$ cat src/rtl/dmem_mmio_pkg.sv
// Shared constants for the data-memory / MMIO block: address map, register
// offsets, STATUS bit positions and reset values.
package dmem_mmio_pkg;

  localparam logic [31:0] RAM_BASE  = 32'h0000_0000;
  localparam logic [31:0] MMIO_BASE = 32'hFFFF_0000;

  localparam logic [3:0] OFF_OUTPORT = 4'h0;
  localparam logic [3:0] OFF_COUNT   = 4'h4;
  localparam logic [3:0] OFF_CMP     = 4'h8;
  localparam logic [3:0] OFF_STATUS  = 4'hC;

  localparam int STATUS_MATCH_BIT  = 0;
  localparam int STATUS_ENABLE_BIT = 1;

  localparam logic [31:0] CMP_RESET = 32'hFFFF_FFFF;

  typedef enum logic [2:0] {
    SEL_NONE,
    SEL_RAM,
    SEL_OUTPORT,
    SEL_COUNT,
    SEL_CMP,
    SEL_STATUS
  } sel_e;

  // True when the address falls in the 16-byte MMIO window.
  function automatic logic is_mmio(input logic [31:0] addr);
    return addr[31:4] == MMIO_BASE[31:4];
  endfunction

endpackage

$ cat src/rtl/dmem_timer.sv
// Compare/match timer: COUNT, CMP and STATUS registers with a level irq that
// mirrors STATUS.MATCH.
module dmem_timer
  import dmem_mmio_pkg::*;
(
  input  logic        clk,
  input  logic        reset,
  input  logic        i_we_count,
  input  logic        i_we_cmp,
  input  logic        i_we_status,
  input  logic [31:0] i_wdata,
  output logic [31:0] o_count,
  output logic [31:0] o_cmp,
  output logic [31:0] o_status,
  output logic        o_irq
);

  logic [31:0] r_count;
  logic [31:0] r_cmp;
  logic        r_match;
  logic        r_enable;

  logic        w_hit;
  logic [31:0] w_count_nxt;
  logic        w_match_nxt;

  // A software COUNT write suppresses the reload and the match it would cause.
  assign w_hit = r_enable && (r_count == r_cmp) && !i_we_count;

  always_comb begin
    w_count_nxt = r_count;
    if (i_we_count)
      w_count_nxt = i_wdata;
    else if (r_enable)
      w_count_nxt = w_hit ? 32'h0 : r_count + 32'h1;
  end

  // Hardware set wins over a simultaneous write-1-clear.
  always_comb begin
    w_match_nxt = r_match;
    if (w_hit)
      w_match_nxt = 1'b1;
    else if (i_we_status && i_wdata[STATUS_MATCH_BIT])
      w_match_nxt = 1'b0;
  end

  // NOTE: sequential state uses non-blocking assignments so every register
  // samples the pre-edge values of its neighbours.
  always_ff @(posedge clk) begin
    if (reset) begin
      r_count  <= 32'h0;
      r_cmp    <= CMP_RESET;
      r_match  <= 1'b0;
      r_enable <= 1'b0;
    end else begin
      r_count <= w_count_nxt;
      r_match <= w_match_nxt;
      if (i_we_cmp)
        r_cmp <= i_wdata;
      if (i_we_status)
        r_enable <= i_wdata[STATUS_ENABLE_BIT];
    end
  end

  always_comb begin
    o_status                    = 32'h0;
    o_status[STATUS_MATCH_BIT]  = r_match;
    o_status[STATUS_ENABLE_BIT] = r_enable;
  end

  assign o_count = r_count;
  assign o_cmp   = r_cmp;
  assign o_irq   = r_match;

endmodule

$ cat src/rtl/dmem_mmio.sv
// Data RAM plus MMIO block (OUTPORT and optional timer) for a single-cycle core.
// Define DMEM_MMIO_TIMER_EN to include the COUNT/CMP/STATUS timer and irq.
module dmem_mmio
  import dmem_mmio_pkg::*;
#(
  parameter int RAM_WORDS = 64
) (
  input  logic        clk,
  input  logic        reset,
  input  logic        memwrite,
  input  logic [31:0] aluout,
  input  logic [31:0] writedata,
  output logic [31:0] readdata,
  output logic [31:0] outport,
  output logic        irq
);

  localparam int AW = $clog2(RAM_WORDS);

  logic [31:0]   r_ram [RAM_WORDS];
  logic [31:0]   r_outport;

  sel_e          w_sel;
  logic [AW-1:0] w_idx;
  logic          w_wr;
  logic          w_unused_lsbs;

  assign w_idx         = aluout[AW+1:2];
  assign w_wr          = memwrite && !reset;
  assign w_unused_lsbs = &{1'b0, aluout[1:0]};

  always_comb begin
    w_sel = SEL_NONE;
    if (aluout[31:AW+2] == RAM_BASE[31:AW+2]) begin
      w_sel = SEL_RAM;
    end else if (is_mmio(aluout)) begin
      case ({aluout[3:2], 2'b00})
        OFF_OUTPORT: w_sel = SEL_OUTPORT;
`ifdef DMEM_MMIO_TIMER_EN
        OFF_COUNT:   w_sel = SEL_COUNT;
        OFF_CMP:     w_sel = SEL_CMP;
        OFF_STATUS:  w_sel = SEL_STATUS;
`endif
        default:     w_sel = SEL_NONE;
      endcase
    end
  end

  // NOTE: the RAM has no reset branch so it maps onto block RAM; only the
  // write is gated by reset.
  always_ff @(posedge clk) begin
    if (w_wr && w_sel == SEL_RAM)
      r_ram[w_idx] <= writedata;
  end

  always_ff @(posedge clk) begin
    if (reset)
      r_outport <= 32'h0;
    else if (w_wr && w_sel == SEL_OUTPORT)
      r_outport <= writedata;
  end

  assign outport = r_outport;

`ifdef DMEM_MMIO_TIMER_EN
  logic [31:0] w_count;
  logic [31:0] w_cmp;
  logic [31:0] w_status;

  dmem_timer u_timer (
    .clk         (clk),
    .reset       (reset),
    .i_we_count  (w_wr && w_sel == SEL_COUNT),
    .i_we_cmp    (w_wr && w_sel == SEL_CMP),
    .i_we_status (w_wr && w_sel == SEL_STATUS),
    .i_wdata     (writedata),
    .o_count     (w_count),
    .o_cmp       (w_cmp),
    .o_status    (w_status),
    .o_irq       (irq)
  );
`else
  assign irq = 1'b0;
`endif

  // NOTE: every combinational output gets a default first so no latch forms.
  always_comb begin
    readdata = 32'h0;
    case (w_sel)
      SEL_RAM:     readdata = r_ram[w_idx];
      SEL_OUTPORT: readdata = r_outport;
`ifdef DMEM_MMIO_TIMER_EN
      SEL_COUNT:   readdata = w_count;
      SEL_CMP:     readdata = w_cmp;
      SEL_STATUS:  readdata = w_status;
`endif
      default:     readdata = 32'h0;
    endcase
  end

endmodule

$ cat config.mk
export PLATFORM = sky130hd
export DESIGN_NAME = dmem_mmio
export DESIGN_NICKNAME = d
export VERILOG_FILES = /design/src/rtl/dmem_mmio_pkg.sv /design/src/rtl/dmem_timer.sv /design/src/rtl/dmem_mmio.sv
export SDC_FILE = /design/constraint.sdc
export NUM_CORES = 2
export LEC_CHECK = 0
export ABC_CLOCK_PERIOD_IN_PS = 5100
export CORE_AREA = 2 2 635 447
export CTS_CLUSTER_DIAMETER = 30
export DETAILED_ROUTE_END_ITERATION = 6
export DIE_AREA = 0 0 637 449
export SYNTH_ARGS = -nofsm -noshare
export SYNTH_HDL_FRONTEND = slang
export SYNTH_SLANG_ARGS = --single-unit
$ cat constraint.sdc
create_clock -name clk -period 5.1 [get_ports clk]
set_input_delay 1.02 -clock clk [delete_from_list [all_inputs] [get_ports clk]]
set_output_delay 1.02 -clock clk [all_outputs]
set_load 0.01 [all_outputs]
==> summary.txt <==
worst reg2reg path depth - 2
drt pass-1 iters - 5
reg-to-reg setup timing slack - 4.34 ns
Starting Density - 0.288
detailed placement HPWL - 143000 um
status - finished clean
CP most frequent cell - buf_12
Die Y - 449 um
gpl congestion - 0.823
final standard cell area without fillers - 99200 sq um
Post-DP Area - 90400 sq um
Max stage delay on crit path - 0.50 ns
fin nets - 5328
power share of the clock group - 0.457
Crit-path slowest cell - clkdlybuf4s50_1
Setup TNS - 0 ns
ys async rst share - 0
Yosys reg bits - 2080
post-synthesis cell type count - 60
max-cap viol count - 0
final slew viol count - 0
largest net degree at the start of global routing - 98
Final min period - 5.08 ns
CP cell instances - buf_8 > buf_12 > nor2b_4 > buf_12 > buf_12 > a221oi_1 > o21a_1 > o2111ai_1 > nor4bb_1 > buf_4 > o21ai_0 > clkdlybuf4s50_1
die area - 286000 sq um
Leak - 33.0 nW
startpoint types - input port
routed len/inst - 25.6 um
FILL cells - 25920
Routed Wire Length - 235000 um
Vias/cell - 5.24
Core Area - 280000 sq um
DRC Markers - 0
share of cells above drive strength 1 - 0.196
register area share after synthesis - 0.769
Total GRT Usage - 0.158
RSZ-0062 raised after global routing - true
Max IR drop VDD - 0.321 mV
grt total ovfl - 0
Synth Cell Area - 80800 sq um
first-pass GRT wire length - 333000 um
EDFF count, synth - 2048
worst-path maximum fanout - 33
sequential share of power - 0.487
Finished Core Util - 0.354
reg-to-reg startpoint - outport[31]
Port-buffer cells - 128
via count - 48043
FP Rows - 163
Non-Filler Instances - 9174
clk slew on worst S/H paths - 0.06 ns
PwrDens - 388 nW/um^2
critical path class - in2out
CTS tree - done
cell internal pwr - 29.9 mW
cells after synthesis - 4762
initial antenna violation count - 13
Clk Latency, worst-skew pair - 0.84 ns
clock sinks - 2080
clock tree buffer depth - 4
Sw Ratio - 0.222
Synth Warn # - 0
Final setup violation count - 0
actual slew at the worst max-slew pin - 1.31 ns
Tot Pwr - 38.5 mW
combinational share of power - 0.055
Final Hold Fails - 0
hold slack - 0.476 ns
R2R Path End - outport[31]
HP Class - reg2reg
CTS Root Buffer Type - clkbuf_16
P_sw - 8.55 mW
most common cell after layout, fill and taps aside - edfxtp_1
I/O pin count - 132
Fmax - 197 MHz
cts bufs inserted - 240
net count after synthesis - 4829
startpoint of the worst hold path - outport[22]
arrival time worst endpoint - 4.06 ns
pre-CTS setup slack - -0.307 ns
Critical Path RT - 4.08 ns
most frequent cells in the layout - edfxtp_1, mux2i_1, buf_4, nand2_1, a221oi_1
Clock Skew - 0 ns
Worst Slack Setup Final - 0.0245 ns
vias in the first global route - 45545
CTS Hold Bufs - 0
share of the clock period used by the worst path - 0.995
syn avg cell area - 17.0 sq um
Post-DRT Antenna Nets - 0
Die Width - 637 um
H-tree Lvls - 4
Placed Cells - 8718
Hold Path Sink - outport[22]
Relative slew margins - 0.128
Worst Setup End Kind - output pin
Iter 0 DRT Violations - 5976
hold depth - 2
Layout area overhead - 22.7%
Primary FF master, synth - edfxtp_1
routing by layer:
layer	GRT usage	routed length, um
met2	0.225	99000
met1	0.245	108000
met3	0.0325	24000
met5	0	39
met4	0.0313	4370
how the worst max path moves through the flow:
stage,from,endpoint,slack [ns],cells past startpoint
6_report,aluout[2],readdata[20],0.02,12
3_5_place_dp,aluout[4],readdata[16],-0.31,12
4_1_cts,aluout[4],readdata[30],0.003,11
3_3_place_gp,aluout[4],readdata[16],-0.30,12
2_1_floorplan,aluout[2],r_ram[12][0],1.01,8
5_1_grt,aluout[3],readdata[27],-0.06,13
cell usage after synthesis, types with 8 or more instances:
master     number  share of area
buf_4          31         0.0029
edfxtp_1     2048           0.76
nor2_1        133         0.0062
mux2i_1       496          0.061
buf_6           8         0.0011
o22a_1         67         0.0073
mux4_2         16         0.0045
a31oi_1         8        0.00062
o31ai_1        88         0.0082
a21oi_1        31         0.0019
o2111ai_1      29         0.0031
nand2b_1       37         0.0029
o21ai_0        76         0.0047
nand2_1       255          0.012
o22ai_1       210          0.016
a221o_1        58         0.0072
o32ai_1       176          0.019
buf_1          29         0.0013
o21a_1         58         0.0054
clkbuf_1      148         0.0069
nor4bb_1       29         0.0036
dfxtp_1        32         0.0079
a221oi_1      251          0.027
o21ai_1        55         0.0034
buf_2         134         0.0083
inv_1         177         0.0082
critical path: cells and delay by family:
family	cells	cell delay, ns
compound gates	4	0.96
buf+inv	6	1.46
simple gates	2	0.45
power by group through the flow:
stage	Clock [mW]	Sequential (mW)	Combinational, mW
3_5_place_dp	0	19.1	2.05
3_3_place_gp	0	19.1	2.02
4_1_cts	17.8	18.8	2.10
5_1_grt	18.6	18.8	2.25
6_report	17.6	18.8	2.13
2_1_floorplan	0	19.1	0.904
final cells by class:
type | count | area [sq um] | share of cell area
clock inverters | 171 | 1910 | 0.0193
multi-input cells | 2152 | 17200 | 0.174
repair buffers | 609 | 6350 | 0.0640
well taps | 3712 | 4640 | 0.0468
inverters | 178 | 673 | 0.00678
diodes | 1 | 2.50 | 0.0000252
flip-flops and latches | 2080 | 62100 | 0.626
clock buffers | 271 | 6260 | 0.0631
sequential cells by signal, indices dropped and copies added (netlist names):
register,flops
outport,32
r_ram,2048
kinds of logic (layout without fill, tap and decap cells):
| group | Yosys count | count (layout) | synth area share |
|---|---|---|---|
| AND/OR/NAND/NOR | 510 | 510 | 0.0295 |
| flip-flops | 2080 | 2080 | 0.769 |
| other | 1 | 2 | 0.0000464 |
| buffers and inverters | 530 | 1229 | 0.0292 |
| multiplexers | 512 | 512 | 0.0659 |
| AO/OA/AOI/OAI | 1129 | 1129 | 0.107 |
what timing repair did:
item	4_1_cts	5_1_grt
endpoints found under the setup margin	25	31
gates cloned	2	2
endpoints found under the hold margin	0	0
resized for setup	32	59
setup buffers	7	3
pin swaps	1	7
No activity file was read; power rests on OpenSTA's default activity.
